[src/rtl/vip_field_arbiter_16b.sv]
// Two-input Avalon-ST frame arbiter: grants a whole frame (control packets plus one
// video packet) per arbitration, round-robin, and decodes control packets into status.
// State table:  IDLE | no grant, drain stray beats, arbitrate sop requests
//               PASS | stream from in[grant] until the video packet eop
module vip_field_arbiter_16b #(
  parameter int DATA_W         = 16,
  parameter bit FIRST_PRIORITY = 1'b0
) (
  input  logic              clock,
  input  logic              reset,
  input  logic [DATA_W-1:0] in0_data,
  input  logic              in0_valid,
  output logic              in0_ready,
  input  logic              in0_sop,
  input  logic              in0_eop,
  input  logic [DATA_W-1:0] in1_data,
  input  logic              in1_valid,
  output logic              in1_ready,
  input  logic              in1_sop,
  input  logic              in1_eop,
  output logic [DATA_W-1:0] out_data,
  output logic              out_valid,
  input  logic              out_ready,
  output logic              out_sop,
  output logic              out_eop,
  output logic              grant,
  output logic              busy,
  output logic [15:0]       cur_width,
  output logic [15:0]       cur_height,
  output logic [3:0]        cur_interlace,
  output logic              ctrl_update,
  output logic              err_stray,
  output logic              err_ctrl
);

  typedef enum logic {S_IDLE, S_PASS} state_t;

  state_t      state_q, state_d;
  logic        grant_q, grant_d, rr_next_q, rr_next_d;
  logic [2:0]  beat_cnt_q, beat_cnt_d;
  logic [3:0]  pkt_type_q, pkt_type_d;
  logic        in_pkt_q, in_pkt_d;
  logic [15:0] sh_width_q, sh_width_d, sh_height_q, sh_height_d;
  logic [15:0] cur_width_q, cur_width_d, cur_height_q, cur_height_d;
  logic [3:0]  cur_ilace_q, cur_ilace_d;
  logic        upd_q, upd_d, stray_q, stray_d, ctrl_err_q, ctrl_err_d;

  logic [DATA_W-1:0] sel_data;
  logic              sel_valid, sel_sop, sel_eop, req0, req1, xfer;
  logic [3:0]        eff_type;
  logic [2:0]        beat_idx;

  assign sel_data  = grant_q ? in1_data  : in0_data;
  assign sel_valid = grant_q ? in1_valid : in0_valid;
  assign sel_sop   = grant_q ? in1_sop   : in0_sop;
  assign sel_eop   = grant_q ? in1_eop   : in0_eop;
  assign req0      = in0_valid & in0_sop;
  assign req1      = in1_valid & in1_sop;

  always_comb begin
    state_d     = state_q;
    grant_d     = grant_q;
    rr_next_d   = rr_next_q;
    beat_cnt_d  = beat_cnt_q;
    pkt_type_d  = pkt_type_q;
    in_pkt_d    = in_pkt_q;
    sh_width_d  = sh_width_q;
    sh_height_d = sh_height_q;
    cur_width_d = cur_width_q;
    cur_height_d = cur_height_q;
    cur_ilace_d = cur_ilace_q;
    upd_d       = 1'b0;
    stray_d     = 1'b0;
    ctrl_err_d  = 1'b0;
    out_valid   = 1'b0;
    in0_ready   = 1'b0;
    in1_ready   = 1'b0;
    xfer        = 1'b0;
    eff_type    = pkt_type_q;
    beat_idx    = beat_cnt_q;

    case (state_q)
      S_IDLE: begin
        in0_ready = in0_valid & ~in0_sop;
        in1_ready = in1_valid & ~in1_sop;
        stray_d   = in0_ready | in1_ready;
        if (req0 | req1) begin
          grant_d = (req0 & req1) ? rr_next_q : req1;
          state_d = S_PASS;
        end
      end
      S_PASS: begin
        out_valid = sel_valid;
        if (grant_q) in1_ready = out_ready;
        else         in0_ready = out_ready;
        xfer = sel_valid & out_ready;
        if (xfer) begin
          if (sel_sop) begin
            eff_type   = sel_data[3:0];
            beat_idx   = 3'd0;
            pkt_type_d = sel_data[3:0];
            beat_cnt_d = 3'd1;
            in_pkt_d   = 1'b1;
            if (in_pkt_q && pkt_type_q == 4'hF) ctrl_err_d = 1'b1;
          end else begin
            beat_cnt_d = (beat_cnt_q == 3'd7) ? 3'd7 : beat_cnt_q + 3'd1;
            if (pkt_type_q == 4'hF) begin
              case (beat_cnt_q)
                3'd1: begin sh_width_d[15:12]  = sel_data[3:0]; sh_width_d[11:8]  = sel_data[11:8]; end
                3'd2: begin sh_width_d[7:4]    = sel_data[3:0]; sh_width_d[3:0]   = sel_data[11:8]; end
                3'd3: begin sh_height_d[15:12] = sel_data[3:0]; sh_height_d[11:8] = sel_data[11:8]; end
                3'd4: begin sh_height_d[7:4]   = sel_data[3:0]; sh_height_d[3:0]  = sel_data[11:8]; end
                default: ;
              endcase
            end
          end
          if (sel_eop) begin
            in_pkt_d = 1'b0;
            if (eff_type == 4'hF) begin
              // interlace nibble arrives on the eop beat itself, so take it straight from data
              if (beat_idx == 3'd5) begin
                cur_width_d  = sh_width_q;
                cur_height_d = sh_height_q;
                cur_ilace_d  = sel_data[3:0];
                upd_d        = 1'b1;
              end else begin
                ctrl_err_d = 1'b1;
              end
            end else if (eff_type == 4'h0) begin
              state_d   = S_IDLE;
              rr_next_d = ~grant_q;
            end
          end
        end
      end
      default: state_d = S_IDLE;
    endcase

    // async reset forces IDLE, but stray drain must not show ready while reset is held
    if (reset) begin
      in0_ready = 1'b0;
      in1_ready = 1'b0;
      out_valid = 1'b0;
    end
  end

  always_ff @(posedge clock or posedge reset) begin
    if (reset) begin
      state_q      <= S_IDLE;
      grant_q      <= FIRST_PRIORITY;
      rr_next_q    <= FIRST_PRIORITY;
      beat_cnt_q   <= 3'd0;
      pkt_type_q   <= 4'd0;
      in_pkt_q     <= 1'b0;
      sh_width_q   <= 16'd0;
      sh_height_q  <= 16'd0;
      cur_width_q  <= 16'd0;
      cur_height_q <= 16'd0;
      cur_ilace_q  <= 4'd0;
      upd_q        <= 1'b0;
      stray_q      <= 1'b0;
      ctrl_err_q   <= 1'b0;
    end else begin
      state_q      <= state_d;
      grant_q      <= grant_d;
      rr_next_q    <= rr_next_d;
      beat_cnt_q   <= beat_cnt_d;
      pkt_type_q   <= pkt_type_d;
      in_pkt_q     <= in_pkt_d;
      sh_width_q   <= sh_width_d;
      sh_height_q  <= sh_height_d;
      cur_width_q  <= cur_width_d;
      cur_height_q <= cur_height_d;
      cur_ilace_q  <= cur_ilace_d;
      upd_q        <= upd_d;
      stray_q      <= stray_d;
      ctrl_err_q   <= ctrl_err_d;
    end
  end

  assign out_data      = sel_data;
  assign out_sop       = sel_sop;
  assign out_eop       = sel_eop;
  assign grant         = grant_q;
  assign busy          = (state_q == S_PASS);
  assign cur_width     = cur_width_q;
  assign cur_height    = cur_height_q;
  assign cur_interlace = cur_ilace_q;
  assign ctrl_update   = upd_q;
  assign err_stray     = stray_q;
  assign err_ctrl      = ctrl_err_q;

endmodule

[config.mk]
export PLATFORM = sky130hd
export DESIGN_NAME = vip_field_arbiter_16b
export DESIGN_NICKNAME = d
export VERILOG_FILES = /design/src/rtl/vip_field_arbiter_16b.sv
export SDC_FILE = /design/constraint.sdc
export NUM_CORES = 1
export LEC_CHECK = 0
export CORE_UTILIZATION = 35
export CTS_BUF_LIST = sky130_fd_sc_hd__clkbuf_4 sky130_fd_sc_hd__clkbuf_8
export DETAILED_ROUTE_END_ITERATION = 10
export GPL_TIMING_DRIVEN = 0
export PLACE_DENSITY_LB_ADDON = 0.2
export SLEW_MARGIN = 20
export SYNTH_ARGS = -nofsm -noshare
export SYNTH_HDL_FRONTEND = slang
export SYNTH_SLANG_ARGS = --single-unit
[constraint.sdc]
create_clock -name clock -period 4 [get_ports clock]
set_input_delay 0.6 -clock clock [delete_from_list [all_inputs] [get_ports clock]]
set_output_delay 0.6 -clock clock [all_outputs]
set_load 0.02 [all_outputs]
# ---- After elaboration in Yosys (flattened, before gate mapping)
# Index checks and enable logic that the tools add are counted.
# Widths: inputs -> output; s select.
dict set report classes {
  n_addsub 1
  eq_ne 8
  muxes 42
  bitwise_logic 14
  n_reduce_logical 12
}
# cell n
set ops {}
lappend ops {{$mux 1} 30}
lappend ops {{$reduce_and 5->1} 6}
lappend ops {{$mux 16} 1}
lappend ops {{$mux 3} 5}
lappend ops {{$mux 4} 3}
lappend ops {{$eq 3x3->1 const B} 3}
lappend ops {{$eq 4x4->1 const B} 2}
lappend ops {{$and 1x1->1} 6}
lappend ops {{$eq 3x2->1 const B} 2}
lappend ops {{$not 1->1} 6}
lappend ops {{$pmux 1 s2} 3}
lappend ops {{$logic_not 4->1} 1}
lappend ops {{$reduce_and 2->1} 2}
lappend ops {{$add 3x1->3 const B} 1}
lappend ops {{$eq 3x1->1 const B} 1}
lappend ops {{$reduce_and 3->1} 1}
lappend ops {{$or 1x1->1} 2}
lappend ops {{$reduce_bool 2->1} 1}
lappend ops {{$logic_and 1x1->1} 1}
dict set report word_totals {
  register_bits 82
  input_bits 41
  output_inout_bits 62
  elab_cells 93
}

# ---- Logic depth before layout (Yosys ltp)
# Gate-level depths: netlist of the first run.
dict set report logic_depth {
  ltp_word 10
  ltp_mapped 7
}

# ---- Worst setup path before layout of the first run
# No wires, ideal clock.
dict set report synth_timing {
  path_type {input to output}
  from {input reset}
  to {output out_valid}
  t_arrival_ns 2.810
  t_required_ns 3.400
  setup_slack_ns 0.590
  cell_stages 2
  path_cell_list {inv_1 -> and3_1}
}
dict set report synth_between {
  elab_chain_cells 1
}
# element line_no
set synth_rtl {}
lappend synth_rtl {{start, declared} 10} ;# input logic reset,
lappend synth_rtl {{$mux 1} 140} ;# if (reset) begin
lappend synth_rtl {{end, declared} 22} ;# output logic out_valid,
# Every way passes these cells.

# ---- Final worst setup path of the first run
dict set report layout_timing {
  from {register grant_q, in the netlist grant}
  to {output in1_ready}
}
dict set report layout_between {
  elab_chain_cells 3
}
# element line_no
set layout_rtl {}
lappend layout_rtl {{start, declared} 39} ;# logic grant_q, grant_d, rr_next_q, rr_next_d;
lappend layout_rtl {{start signal, assigned} 165} ;# grant_q <= grant_d;
lappend layout_rtl {{$mux 1} 94} ;# if (grant_q) in1_ready = out_ready;
lappend layout_rtl {{$pmux 1 s2} 82} ;# case (state_q)
lappend layout_rtl {{$mux 1} 140}
lappend layout_rtl {{end, declared} 18} ;# output logic in1_ready,
# Every way passes these cells.

==> results.tsv, run 1 <==
stage	metric	value	unit
timing	hold_slack	0.4954	ns
placed_design	gp_congestion	0.7390	
cts	post_cts_buffers	0	
timing	period_share	85.43	%
yosys	ys_seq_elements	82	
routing	wl_per_cell	16.06	um
yosys	yosys_warnings	0	
grt	grt_usage	15.82	%
timing	clock.fmax	292.6	MHz
yosys	ys.flop_type	dfrtp_1	
finish	final_area	5101	um2
critical_path	crit_path_top_delay_cell	clkdlybuf4s50_1	
min_path	hold_class	flop to flop	
timing	hold_violations	0	
grt	grt_pass1_wl	13280	um
routing	vias_per_cell	4.847	
cts	ctsHoldBuffers	0	
finish	antenna_cells	0	
die	die_x	104.4	um
cts	path_clk_slew	0.08	ns
critical_path	critical_path.endpoint_type	primary output	
cts	numCtsBuffers	9	
timing	drv_slew	0	
power_and_ir_drop	peakVddDrop	271.1	uV
die	rows	37	
cts	clkLatencyLatePin	0.36	ns
finish	layout.nets	406	
critical_path	r2r_cells	7	
die	io_pins	103	
routing	drc	0	
die	die-area	10900	um2
placed_design	numPortBuffers	100	
critical_path	crit_chain	buf_6, clkbuf_1, clkbuf_1, nand3_1, o21a_1, nor2_1, clkdlybuf4s50_1	
die	coreArea	10230	um2
routing	drtPass1Iterations	4	
yosys	syn_inst	249	
critical_path	crit_required	3.40	ns
yosys	avgSynthCellArea	14.73	um2
timing	rsz0062_at_grt	no	
timing	tightest_slew	0.6786	ns
critical_path	critPathKind	flop to primary output	
outcome	status	complete, no violations	
routing	vias	2433	
critical_path	crit_start	grant$_DFFE_PP0P_	
routing	ant_nets	0	
timing	layout_setup_ws	0.5826	ns
critical_path	regToRegStartpoint	grant$_DFFE_PP0P_	
grt	antenna_found_initial	0	
cts	cts.sinks	82	
timing	layout_min_cycle_time	3.417	ns
yosys	async_flop_share	100.0	%
die	initial_utilization	35.86	%
timing	slew_headroom	54.42	%
finish	drive_above_1_share	33.33	%
yosys	syn-num-nets	294	
power_and_ir_drop	cellLeakagePower	2.343	nW
critical_path	cpMostUsedCell	clkbuf_1	
critical_path	crit_fanout	10	
critical_path	arrival	2.82	ns
grt	grt_pass1_vias	2514	
yosys	yosysSeqAreaShare	55.93	%
cts	cts_buffer_depth	2	
timing	timing.setup.tns	0	ns
placed_design	hpwlAfterDp	5682	um
finish	nFillCells	913	
yosys	yosysMostFrequentCell	mux2_2	
placed_design	dp_slack	0.9060	ns
cts	htreeDepth	3	
critical_path	r2r_slack	1.53	ns
cts	cts-root-buf	clkbuf_8	
die	die_h	104.4	um
cts	cts_tree	built	
critical_path	start_kind	flop	
routing	drt_iter0_drc	51	
routing	routed_wl	8060	um
yosys	syn-cell-area	3669	um2
power_and_ir_drop	p_per_area	478.8	nW/um2
placed_design	dpl_cell_area	4870	um2
yosys	synth_cell_types	37	
yosys	ys_top_cells_by_area	dfrtp_1 (56%), mux2_2 (27%), mux2i_1 (2.7%)	
critical_path	r2r_end	cur_height[2]$_DFFE_PP0P_	
critical_path	max_stage_delay	0.60	ns
yosys	yosys-top-cells-count	mux2_2 (88), dfrtp_1 (82), mux2i_1 (10)	
cts	ctsResizeCount	0	
timing	clock_skew	0.01309	ns
flow_run	cap_violations	0	
yosys	yosys.area.top_type	dfrtp_1	
yosys	synth_edf_count	0	
grt	grt_max_degree	59	
yosys	synth_top_area_share	55.93	%
grt	grt_overflow	0	
critical_path	crit_path_end	in1_ready	
timing	finalSetupViolCount	0	
finish	syn_to_final_growth	39.05	%
==> through the flow <==
step / power (mW) / util [%] / std cells
6_report: 2.443 / 49.86 / 502
2_1_floorplan: 1.490 / - / 249
4_1_cts: 2.477 / 49.86 / 502
3_5_place_dp: 1.789 / 47.60 / 486
5_1_grt: 2.581 / 49.86 / 502
3_3_place_gp: 1.768 / 47.30 / 485
==> critical path: cells and delay by family, from the launching register on <==
| kind | cells | cell delay, ns |
|---|---|---|
| AND/OR/NAND/NOR | 2 | 0.21 |
| buffers and inverters | 4 | 1.75 |
| AO/OA/AOI/OAI | 1 | 0.14 |
| flip-flops | 1 | 0.37 |
==> how the worst min path moves through the flow <==
stage | from | to | slack, ns | cells after the start
6_report | in_pkt_q$_DFFE_PP0P_ | in_pkt_q$_DFFE_PP0P_ | 0.50 | 1
5_1_grt | sh_width_q[14]$_DFFE_PP0P_ | cur_width[14]$_DFFE_PP0P_ | 0.52 | 1
4_1_cts | in_pkt_q$_DFFE_PP0P_ | in_pkt_q$_DFFE_PP0P_ | 0.50 | 1
3_5_place_dp | in_pkt_q$_DFFE_PP0P_ | in_pkt_q$_DFFE_PP0P_ | 0.48 | 1
3_3_place_gp | in_pkt_q$_DFFE_PP0P_ | in_pkt_q$_DFFE_PP0P_ | 0.47 | 1
2_1_floorplan | in_pkt_q$_DFFE_PP0P_ | in_pkt_q$_DFFE_PP0P_ | 0.46 | 1
==> placed cells by master (no fill, tap or decap), types with 2 or more instances in the layout <==
cell | Yosys | routed
a21oi_1 | 5 | 5
and3_1 | 2 | 2
buf_4 | 2 | 2
buf_6 | 4 | 4
bufinv_16 | 0 | 2
clkbuf_1 | 3 | 3
clkbuf_8 | 0 | 10
clkdlybuf4s50_1 | 0 | 100
clkinv_4 | 0 | 2
dfrtp_1 | 82 | 82
ha_1 | 4 | 4
inv_1 | 5 | 4
mux2_2 | 88 | 88
mux2i_1 | 10 | 10
nand2_1 | 5 | 5
nand2_2 | 3 | 3
nand2b_1 | 2 | 2
nand4_1 | 2 | 2
nor2_1 | 6 | 6
nor4_4 | 2 | 2
o21a_1 | 2 | 2
o21ai_0 | 2 | 2
o31ai_1 | 2 | 2
==> state kept, by name (all words and copies together), names as in the netlist <==
register	cells
err_ctrl	1
rr_next_q	1
err_stray	1
sh_width_q	16
sh_height_q	16
pkt_type_q	4
ctrl_update	1
cur_width	16
cur_interlace	4
in_pkt_q	1
busy	1
cur_height	16
beat_cnt_q	3
grant	1
==> power breakdown <==
group / switching [mW] / internal (mW) / leakage [nW] / total (mW)
registers: 0.0725 / 0.926 / 1.12 / 0.999
clock network: 0.302 / 0.380 / 0.118 / 0.682
logic: 0.385 / 0.377 / 1.11 / 0.762
total: 0.759 / 1.68 / 2.34 / 2.44
==> area by class of cell <==
| type | count | area, um2 | area share [%] |
|---|---|---|---|
| Sequential cell | 82 | 2052 | 40.23 |
| Multi-Input combinational cell | 153 | 1526 | 29.92 |
| Timing Repair Buffer | 101 | 1028 | 20.16 |
| Tap cell | 136 | 170.2 | 3.336 |
| Clock buffer | 11 | 145.1 | 2.845 |
| Clock inverter | 5 | 86.33 | 1.692 |
| Buffer | 9 | 71.32 | 1.398 |
| Inverter | 5 | 21.27 | 0.4170 |
==> metal layers <==
| layer | vias up | routed length (um) | global-route usage, % |
|---|---|---|---|
| li1 | 1124 | - | - |
| met1 | 1208 | 3656 | 20.81 |
| met2 | 89 | 3706 | 24.27 |
| met3 | 12 | 575 | 4.825 |
| met4 | 0 | 121 | 6.224 |
| met5 | - | 0 | 0 |
==> logic make-up after synthesis <==
logic type	synth area share, %
multiplexers	31.07
flip-flops	55.93
AND/OR/NAND/NOR	6.446
AO/OA/AOI/OAI	2.728
buffers and inverters	2.455
adder cells (fa/ha/maj)	1.364
No activity file was read; power rests on OpenSTA's default activity.
==> run 2: changes to the inputs <==
Settings changed: CAP_MARGIN set to 20.
==> results of run 2 <==
Same layout as run 1: the final DEF is identical, and so are final timing and power.
